`src/rtl/alu_pkg.sv`:
```
// -----------------------------------------------------------------------------
// alu_pkg
// Shared definitions for the HI/LO datapath (multiply and divide units).
//   state_t   : sequencer states of the iterative units (IDLE/CALC/DONE)
//   WIDTH     : operand width
//   ITER      : Booth steps per multiply
//   HI_*/LO_* : bit positions of the HI and LO words inside the packed Z result
// -----------------------------------------------------------------------------
package alu_pkg;

    localparam int WIDTH = 32;
    localparam int ITER  = 32;

    // Packed {HI, LO} layout of the 2*WIDTH-bit result, common to mul and div.
    localparam int HI_MSB = 2*WIDTH - 1;
    localparam int HI_LSB = WIDTH;
    localparam int LO_MSB = WIDTH - 1;
    localparam int LO_LSB = 0;

    typedef enum logic [1:0] {
        IDLE = 2'd0,
        CALC = 2'd1,
        DONE = 2'd2
    } state_t;

endpackage

```
`src/rtl/booth_multiplier_if.sv`:
```
// -----------------------------------------------------------------------------
// booth_multiplier_if
// Request/result bundle of the Booth multiplier.
//   start        : request pulse (master -> slave)
//   Multiplicand : signed operand M (master -> slave)
//   Multiplier   : signed operand Q (master -> slave)
//   busy         : high while iterating (slave -> master)
//   done         : one-cycle strobe when Z is updated (slave -> master)
//   Z            : packed {HI, LO} product (slave -> master)
// -----------------------------------------------------------------------------
interface booth_multiplier_if #(
    parameter int WIDTH = 32
);
    logic                 start;
    logic [WIDTH-1:0]     Multiplicand;
    logic [WIDTH-1:0]     Multiplier;
    logic                 busy;
    logic                 done;
    logic [2*WIDTH-1:0]   Z;

    modport master (
        output start, Multiplicand, Multiplier,
        input  busy, done, Z
    );

    modport slave (
        input  start, Multiplicand, Multiplier,
        output busy, done, Z
    );
endinterface

```
`src/rtl/booth_multiplier_step.sv`:
```
// -----------------------------------------------------------------------------
// booth_step
// One combinational radix-2 Booth iteration: add/subtract/keep the multiplicand
// according to {q[0], q_m1}, then arithmetic right shift of {A, Q, q-1} by one.
//   a, q, q_m1      : current accumulator, multiplier register, guard bit
//   m               : sign-extended multiplicand (WIDTH+1 bits)
//   a_next, q_next,
//   q_m1_next       : state after this step
// -----------------------------------------------------------------------------
module booth_step #(
    parameter int WIDTH = 32
) (
    input  logic [WIDTH:0]   a,
    input  logic [WIDTH-1:0] q,
    input  logic             q_m1,
    input  logic [WIDTH:0]   m,
    output logic [WIDTH:0]   a_next,
    output logic [WIDTH-1:0] q_next,
    output logic             q_m1_next
);

    logic [WIDTH:0] sum;

    always_comb begin
        // NOTE: default assignment first so no path leaves sum unassigned
        // (which would infer a latch).
        sum = a;
        unique case ({q[0], q_m1})
            2'b01:   sum = a + m;
            2'b10:   sum = a - m;
            default: sum = a;
        endcase
    end

    // Arithmetic shift: replicate the accumulator MSB; the old q-1 falls off.
    assign {a_next, q_next, q_m1_next} = {sum[WIDTH], sum, q};

endmodule

```
`src/rtl/booth_multiplier.sv`:
```
// -----------------------------------------------------------------------------
// booth_multiplier
// Sequential signed WIDTH x WIDTH multiplier, radix-2 Booth, one step per clock.
// An accepted start loads the operands; 32 edges later Z holds the product and
// done pulses for one cycle. Z keeps its value until the next completion.
//   clk   : rising-edge clock
//   reset : asynchronous active-high reset
//   bus   : booth_multiplier_if.slave (start, operands, busy, done, Z)
// -----------------------------------------------------------------------------
module booth_multiplier #(
    parameter int WIDTH = 32
) (
    input  logic             clk,
    input  logic             reset,
    booth_multiplier_if.slave bus
);
    import alu_pkg::*;

    localparam int CNT_W = $clog2(ITER);
    localparam logic [CNT_W-1:0] LAST_STEP = CNT_W'(ITER - 1);

    state_t             state;
    logic [WIDTH:0]     a_reg;      // one guard bit so A - M cannot overflow for -2^(W-1)
    logic [WIDTH:0]     m_reg;
    logic [WIDTH-1:0]   q_reg;
    logic               q_m1;
    logic [CNT_W-1:0]   count;
    logic               busy_r;
    logic               done_r;
    logic [2*WIDTH-1:0] z_r;

    logic [WIDTH:0]     a_next;
    logic [WIDTH-1:0]   q_next;
    logic               q_m1_next;

    booth_step #(.WIDTH(WIDTH)) u_step (
        .a         (a_reg),
        .q         (q_reg),
        .q_m1      (q_m1),
        .m         (m_reg),
        .a_next    (a_next),
        .q_next    (q_next),
        .q_m1_next (q_m1_next)
    );

    // NOTE: every register here, datapath included, is cleared by reset so an
    // aborted operation leaves no stale operand or partial product behind.
    always_ff @(posedge clk or posedge reset) begin
        if (reset) begin
            state  <= IDLE;
            a_reg  <= '0;
            m_reg  <= '0;
            q_reg  <= '0;
            q_m1   <= 1'b0;
            count  <= '0;
            busy_r <= 1'b0;
            done_r <= 1'b0;
            z_r    <= '0;
        end else begin
            // NOTE: non-blocking assignments throughout: every right-hand side
            // sees the pre-edge value, so the statement order does not matter.
            unique case (state)
                IDLE, DONE: begin
                    done_r <= 1'b0;
                    if (bus.start) begin
                        state  <= CALC;
                        busy_r <= 1'b1;
                        a_reg  <= '0;
                        m_reg  <= {bus.Multiplicand[WIDTH-1], bus.Multiplicand};
                        q_reg  <= bus.Multiplier;
                        q_m1   <= 1'b0;
                        count  <= '0;
                    end else begin
                        state  <= IDLE;
                    end
                end

                CALC: begin
                    // start is deliberately not looked at here: no restart, no queue.
                    a_reg <= a_next;
                    q_reg <= q_next;
                    q_m1  <= q_m1_next;
                    count <= count + 1'b1;
                    if (count == LAST_STEP) begin
                        state  <= DONE;
                        busy_r <= 1'b0;
                        done_r <= 1'b1;
                        // Product is taken from the post-shift values of this step.
                        z_r[HI_MSB:HI_LSB] <= a_next[WIDTH-1:0];
                        z_r[LO_MSB:LO_LSB] <= q_next;
                    end
                end

                default: begin
                    state  <= IDLE;
                    busy_r <= 1'b0;
                    done_r <= 1'b0;
                end
            endcase
        end
    end

    assign bus.busy = busy_r;
    assign bus.done = done_r;
    assign bus.Z    = z_r;

endmodule
```
`src/flat_wrapper.sv`:
```
// flat-port wrapper written by rule: the top's interface ports become plain ports
module booth_multiplier_flat import alu_pkg::*;
#(
    parameter int WIDTH = 32
)
  (clk, reset, bus_start, bus_Multiplicand, bus_Multiplier, bus_busy, bus_done, bus_Z);
  booth_multiplier_if #(.WIDTH(WIDTH)) bus_i ();
  input  logic clk;
  input  logic reset;
  input wire logic [$bits(bus_i.start)-1:0] bus_start;
  input wire logic [$bits(bus_i.Multiplicand)-1:0] bus_Multiplicand;
  input wire logic [$bits(bus_i.Multiplier)-1:0] bus_Multiplier;
  output wire logic [$bits(bus_i.busy)-1:0] bus_busy;
  output wire logic [$bits(bus_i.done)-1:0] bus_done;
  output wire logic [$bits(bus_i.Z)-1:0] bus_Z;
  assign bus_i.start = bus_start;
  assign bus_i.Multiplicand = bus_Multiplicand;
  assign bus_i.Multiplier = bus_Multiplier;
  assign bus_busy = bus_i.busy;
  assign bus_done = bus_i.done;
  assign bus_Z = bus_i.Z;
  booth_multiplier #(.WIDTH(WIDTH)) u_core (.clk(clk), .reset(reset), .bus(bus_i));
endmodule
```
`config.mk`:
```
export PLATFORM = sky130hd
export DESIGN_NAME = booth_multiplier_flat
export DESIGN_NICKNAME = d
export VERILOG_FILES = /design/src/rtl/alu_pkg.sv /design/src/rtl/booth_multiplier_if.sv /design/src/rtl/booth_multiplier_step.sv /design/src/rtl/booth_multiplier.sv /design/src/flat_wrapper.sv
export SDC_FILE = /design/constraint.sdc
export NUM_CORES = 1
export LEC_CHECK = 0
export CAP_MARGIN = 20
export CELL_PAD_IN_SITES_DETAIL_PLACEMENT = 1
export CELL_PAD_IN_SITES_GLOBAL_PLACEMENT = 1
export CORE_ASPECT_RATIO = 0.9
export CORE_MARGIN = 2
export CORE_UTILIZATION = 44
export CTS_BUF_LIST = sky130_fd_sc_hd__clkbuf_4 sky130_fd_sc_hd__clkbuf_8
export DETAILED_ROUTE_END_ITERATION = 6
export GPL_ROUTABILITY_DRIVEN = 0
export PLACE_DENSITY = 0.79
export SYNTH_ARGS = -nofsm -noshare
export SYNTH_HDL_FRONTEND = slang
export SYNTH_HIERARCHICAL = 1
export SYNTH_SLANG_ARGS = --single-unit
```
`constraint.sdc`:
```
create_clock -name clk -period 7.5 [get_ports clk]
set_clock_uncertainty 0.15 [all_clocks]
set_input_delay 1.5 -clock clk [delete_from_list [all_inputs] [get_ports clk]]
set_output_delay 1.5 -clock clk [all_outputs]
set_load 0.005 [all_outputs]
```
==> flow_summary.json, run 1 <==
{
  "status": "finished, final reports clean",
  "setup_viol": 0,
  "syn_area_sq_mm": 0.00990,
  "ys_seq_area_share_pct": 43.0,
  "syn_avg_cell_area_sq_um": 9.65,
  "maxSlewHeadroom_pct": 27.9,
  "arrival_ns": 5.31,
  "clkTransAtPathRegs_ns": 0.10,
  "synthMuxAreaShare_pct": 10.1,
  "synth_xor_area_share_pct": 4.60,
  "num_vias": 7943,
  "cts_buffers": 17,
  "maxCapViolations": 0,
  "n_antenna_cell": 0,
  "period_share_pct": 67.8,
  "ys_warn_count": 6,
  "first_global_vias": 8392,
  "synthFlopType": "dfrtp_1",
  "async_reset_ff_share_pct": 100,
  "dieWidth_um": 162,
  "ios": 133,
  "synth_compound_area_share_pct": 15.9,
  "path_class": "reg -> reg",
  "cp_data_required_time_ns": 7.72,
  "insertion_delay_ns": 0.48,
  "dp_hpwl_um": 18600,
  "ant_nets": 0,
  "cp-end-kind": "flop",
  "fin_crit_ns": 5.08,
  "final_common_cell": "nand2_1",
  "synth_seq_cells": 170,
  "grt_pass1_wl_um": 44600,
  "post_dp_cell_area_sq_mm": 0.0112,
  "nets": 1200,
  "postSynthCellCount": 1025,
  "utilization_pct": 51.8,
  "fp.dieH_um": 146,
  "drtIter0Drc": 437,
  "setup_tns_ns": 0,
  "area_delta_synth_final_pct": 16.8,
  "synth_top_family_by_area": "compound AO/OA/AOI/OAI gates",
  "yosys.area_share.simple_pct": 15.4,
  "hold_viol": 0,
  "cts.path.max_buffers": 2,
  "holdWs_ns": 0.350,
  "startpoint_type": "flop",
  "final_cell_mix": "nand2_1, dfrtp_1, clkdlybuf4s50_1, a21oi_1, mux2_4",
  "cts_hold_buf": 0,
  "post_cts_buffers": 0,
  "worst-path-max-fanout": 7,
  "hold_class": "reg -> reg",
  "wl_um": 26800,
  "viasPerCell": 5.65,
  "io_buffers": 132,
  "grt_usage_pct": 23.4,
  "yosysUniqueCellTypes": 61,
  "design.die.area_sq_mm": 0.0237,
  "root_buffer": "clkbuf_8",
  "yosys.area_share.adder_pct": 4.75,
  "drive_gt1_share_pct": 10.8,
  "rows": 52,
  "design.core.area_sq_mm": 0.0223,
  "cts.sinks": 170,
  "drc": 0,
  "tightest_slew_ns": 1.07,
  "overflow": 0,
  "fmax_ghz": 0.197,
  "dr.pass1.iters": 5,
  "cts_tree": "done",
  "antenna_found_initial": 0,
  "grt_max_degree": 73,
  "h-tree-depth": 4,
  "initial_core_util_pct": 44.3,
  "wl_per_cell_um": 19.1,
  "largest_reg_flops": 64,
  "cts_resized": 0,
  "fin_area_sq_mm": 0.0116,
  "synth-edff-count": 0,
  "syn_nets": 1129,
  "drv_slew": 0,
  "grt_setup_unrepaired": "false"
}
[routing by layer]
| layer | wire [um] | track usage [%] |
|---|---|---|
| met5 | 0 | 0 |
| met4 | 286 | 5.13 |
| met3 | 934 | 3.66 |
| met2 | 12900 | 38.2 |
| met1 | 12800 | 33.1 |
[critical path: stages, from the launching register on]
cell     delay [ns]
dfrtp_1        0.45
inv_1          0.11
ha_1           0.20
nor3b_1        0.46
nand2_1        0.17
nor4_1         0.49
and3b_1        0.31
a21oi_1        0.11
xnor2_1        0.16
ha_1           0.39
a21oi_1        0.22
o21ai_1        0.13
a21o_1         0.21
a21oi_1        0.22
o31ai_1        0.18
or4b_1         0.54
o211a_1        0.23
mux2_4         0.26
[Yosys cell counts, types with 3 or more instances]
cell,instances,area (sq um)
buf_4,37,278
a31oi_1,5,31.3
nand2_1,194,728
dfrtp_1,170,4250
o2111ai_1,3,26.3
a2111oi_0,3,26.3
a21o_1,11,82.6
o22ai_1,4,25.0
o21ai_0,48,240
buf_2,6,30.0
a211oi_1,7,52.6
nor4_1,9,56.3
and2_1,3,18.8
o21bai_1,4,30.0
xnor2_1,41,359
o21a_1,5,37.5
nand2b_1,6,37.5
nor2_1,47,176
buf_1,8,30.0
o31ai_1,9,67.6
a22oi_1,33,248
nor3_1,18,90.1
xor2_1,11,96.3
clkbuf_1,33,124
mux2i_1,5,50.1
a22o_1,36,315
nand4_1,10,62.6
a21oi_1,52,260
or4_1,3,22.5
nand3_1,38,190
inv_1,22,82.6
buf_6,6,67.6
mux2_4,49,736
ha_1,36,450
mux2_2,19,214
[cells by family (layout without fill, tap and decap cells)]
group	after synthesis	after routing
xor+xnor	52	52
compound gates	234	234
fa+ha+maj	37	37
mux	73	73
flops	170	170
buf+inv	113	197
simple gates	346	346
[final timing paths]
path                                 startpoint                to  slack, ns  cells after the start
worst max-delay path            u_core/m_reg[0]  u_core/bus.Z[62]       2.42                     17
worst min-delay path            u_core/count[3]   u_core/count[3]       0.35                      1
worst max register to register  u_core/m_reg[0]  u_core/bus.Z[62]       2.42                     17
worst min register to register  u_core/count[3]   u_core/count[3]       0.35                      1
max in group asynchronous                 reset   u_core/q_reg[3]       4.64                      3
min in group asynchronous                 reset  u_core/q_reg[23]       1.34                      2
[cell type report]
type                    count  area [sq um]
clock buffers              18           248
fillers                  2506         10800
well taps                 297           372
clock inverters            14           150
repair buffers            142          1400
inverters                  23          91.3
multi-input cells         742          5050
flip-flops and latches    170          4250
[stage by stage]
step | setup slack [ns] | std cells
5_1_grt | 2.14 | 1406
3_5_place_dp | 2.56 | 1374
2_1_floorplan | 1.25 | 1025
6_report | 2.42 | 1406
3_3_place_gp | 2.81 | 1374
4_1_cts | 2.52 | 1406
Power of run 1 is not shown: default switching activity piles up to over one toggle a cycle in this logic, so the estimate is an artifact.
==> run 2: changes to the inputs <==
--- a/config.mk
+++ b/config.mk
@@ -10,11 +10,11 @@
 export CELL_PAD_IN_SITES_GLOBAL_PLACEMENT = 1
 export CORE_ASPECT_RATIO = 0.9
 export CORE_MARGIN = 2
-export CORE_UTILIZATION = 44
+export CORE_UTILIZATION = 40
 export CTS_BUF_LIST = sky130_fd_sc_hd__clkbuf_4 sky130_fd_sc_hd__clkbuf_8
 export DETAILED_ROUTE_END_ITERATION = 6
 export GPL_ROUTABILITY_DRIVEN = 0
-export PLACE_DENSITY = 0.79
+export PLACE_DENSITY = 0.76
 export SYNTH_ARGS = -nofsm -noshare
 export SYNTH_HDL_FRONTEND = slang
 export SYNTH_HIERARCHICAL = 1
==> constraint.sdc (replaced) <==
create_clock -name clk -period 4.2 [get_ports clk]
set_clock_uncertainty 0.15 [all_clocks]
set_input_delay 0.84 -clock clk [delete_from_list [all_inputs] [get_ports clk]]
set_output_delay 0.84 -clock clk [all_outputs]
set_load 0.005 [all_outputs]
==> flow_summary.json, run 2 (synthesis results as in run 1) <==
{
  "cp_data_required_time_ns": 4.42,
  "grt_pass1_wl_um": 47000,
  "root_buffer": "clkbuf_8",
  "first_global_vias": 8874,
  "dr.pass1.iters": 5,
  "fp.dieH_um": 153,
  "area_delta_synth_final_pct": 29.3,
  "status": "complete, but fails checks",
  "clkTransAtPathRegs_ns": 0.10,
  "cts.path.max_buffers": 2,
  "setup_tns_ns": -0.309,
  "nFillCells": 2668,
  "drive_gt1_share_pct": 23.7,
  "r2r-start": "u_core/m_reg[8]",
  "r2r_slack_ns": -0.13,
  "hold_viol": 0,
  "wl_um": 29800,
  "dp_hpwl_um": 20300,
  "period_share_pct": 103,
  "regArea_sq_mm": 0.00426,
  "design.die.area_sq_mm": 0.0260,
  "multi_input_area_sq_mm": 0.00551,
  "arrival_ns": 4.55,
  "hp-start": "u_core/count[3]",
  "grt_usage_pct": 22.7,
  "setup_slack_ns": -0.133,
  "cts_buffers": 17,
  "ant_nets": 0,
  "maxSlewHeadroom_pct": 32.3,
  "initial_core_util_pct": 40.8,
  "worstReg2RegEnd": "u_core/bus.Z[62]",
  "setup_viol": 5,
  "dieWidth_um": 170,
  "nets": 1289,
  "n_antenna_cell": 0,
  "path_class": "reg -> reg",
  "worst_hold_path.endpoint": "u_core/count[3]",
  "insertion_delay_ns": 0.49,
  "design.core.area_sq_mm": 0.0243,
  "antenna_found_initial": 0,
  "grt_setup_unrepaired": "true",
  "overflow": 0,
  "worst-path-max-fanout": 5,
  "violations": "negative setup slack",
  "maxCapViolations": 0,
  "io_buffers": 132,
  "drv_slew": 0,
  "viasPerCell": 5.62,
  "tightest_slew_ns": 1.01,
  "final_common_cell": "nand2_1",
  "grt_max_degree": 118,
  "h-tree-depth": 4,
  "rows": 54,
  "wl_per_cell_um": 19.8,
  "cts_tree": "done",
  "hold_class": "reg -> reg",
  "drtIter0Drc": 484,
  "fmax_ghz": 0.231,
  "largest_reg_flops": 64,
  "drc": 0,
  "ios": 133,
  "cts_hold_buf": 0,
  "final_cell_mix": "nand2_1, dfrtp_1, clkdlybuf4s50_1, buf_4, mux2_4",
  "cp-end-kind": "flop",
  "worstRegToRegCells": 14,
  "fin_crit_ns": 4.33,
  "cts.sinks": 170,
  "num_vias": 8468,
  "worstHoldPathCells": 1,
  "startpoint_type": "flop"
}
==> run 2: cell types whose count changed in the layout (fill, tap and decap cells not counted), moves of 7 or more <==
cell / change
o31ai_1: -7
o21ai_0: -13
buf_4: +82
a21oi_2: +16
a21oi_1: -18
o21ai_2: +7
==> run 2: layer usage <==
metal  vias to the layer above  GRT usage, %  routed length, um
met5                         -             0                  0
li1                       3910             -                  -
met4                         0          6.96                610
met2                       174          37.1              14500
met3                        45          3.65               1040
met1                      4339          30.9              13700
==> run 2: critical path, cell delays in order, from the launching register on <==
cell      delay [ns]
dfrtp_1         0.40
or4_1           0.54
or4_4           0.59
nor2_4          0.17
and2_4          0.18
a21oi_2         0.06
xnor2_2         0.15
ha_1            0.24
a21o_1          0.19
a21o_1          0.19
a211oi_2        0.23
o31ai_2         0.13
or4b_1          0.52
o211a_1         0.23
mux2_4          0.26
==> run 2: final cells by class <==
type,count,area share (%)
multi-input combinational,742,43.1
sequential,170,33.3
timing repair buffer,231,16.5
tap,308,3.01
clock buffer,17,1.83
clock inverter,15,1.60
inverter,23,0.704
==> run 2: per-stage QoR <==
step | util [%] | std cells | setup WS, ns | instance area (sq um) | hold WS (ns)
after CTS | 50.9 | 1496 | -0.0411 | 12400 | 0.334
after global placement | 48.8 | 1463 | -0.0741 | 11800 | 0.306
after floorplan | - | 1025 | -0.0220 | 9940 | 0.287
after detailed placement | 48.8 | 1463 | -0.143 | 11800 | 0.319
final | 52.8 | 1506 | -0.133 | 12800 | 0.332
after global routing | 52.8 | 1506 | -0.300 | 12800 | 0.357
==> run 2: timing repair <==
| action | CTS | global route |
|---|---|---|
| endpoints found under the setup margin | 15 | 32 |
| gates resized for setup | 20 | 84 |
| pin swaps | 3 | 21 |
| setup buffers | 1 | 11 |
==> run 2: worst max-delay path by stage <==
stage	startpoint	cells past startpoint	to	slack (ns)
finish	u_core/m_reg[8]	14	u_core/bus.Z[62]	-0.13
global route	u_core/m_reg[8]	13	u_core/bus.Z[62]	-0.30
CTS	u_core/m_reg[8]	12	u_core/bus.Z[62]	-0.04
detailed placement	u_core/m_reg[1]	18	u_core/bus.Z[58]	-0.14
global placement	u_core/m_reg[0]	17	u_core/bus.Z[54]	-0.07
floorplan	u_core/m_reg[9]	15	u_core/bus.Z[62]	-0.02
Power of run 2 is left out for the same reason.
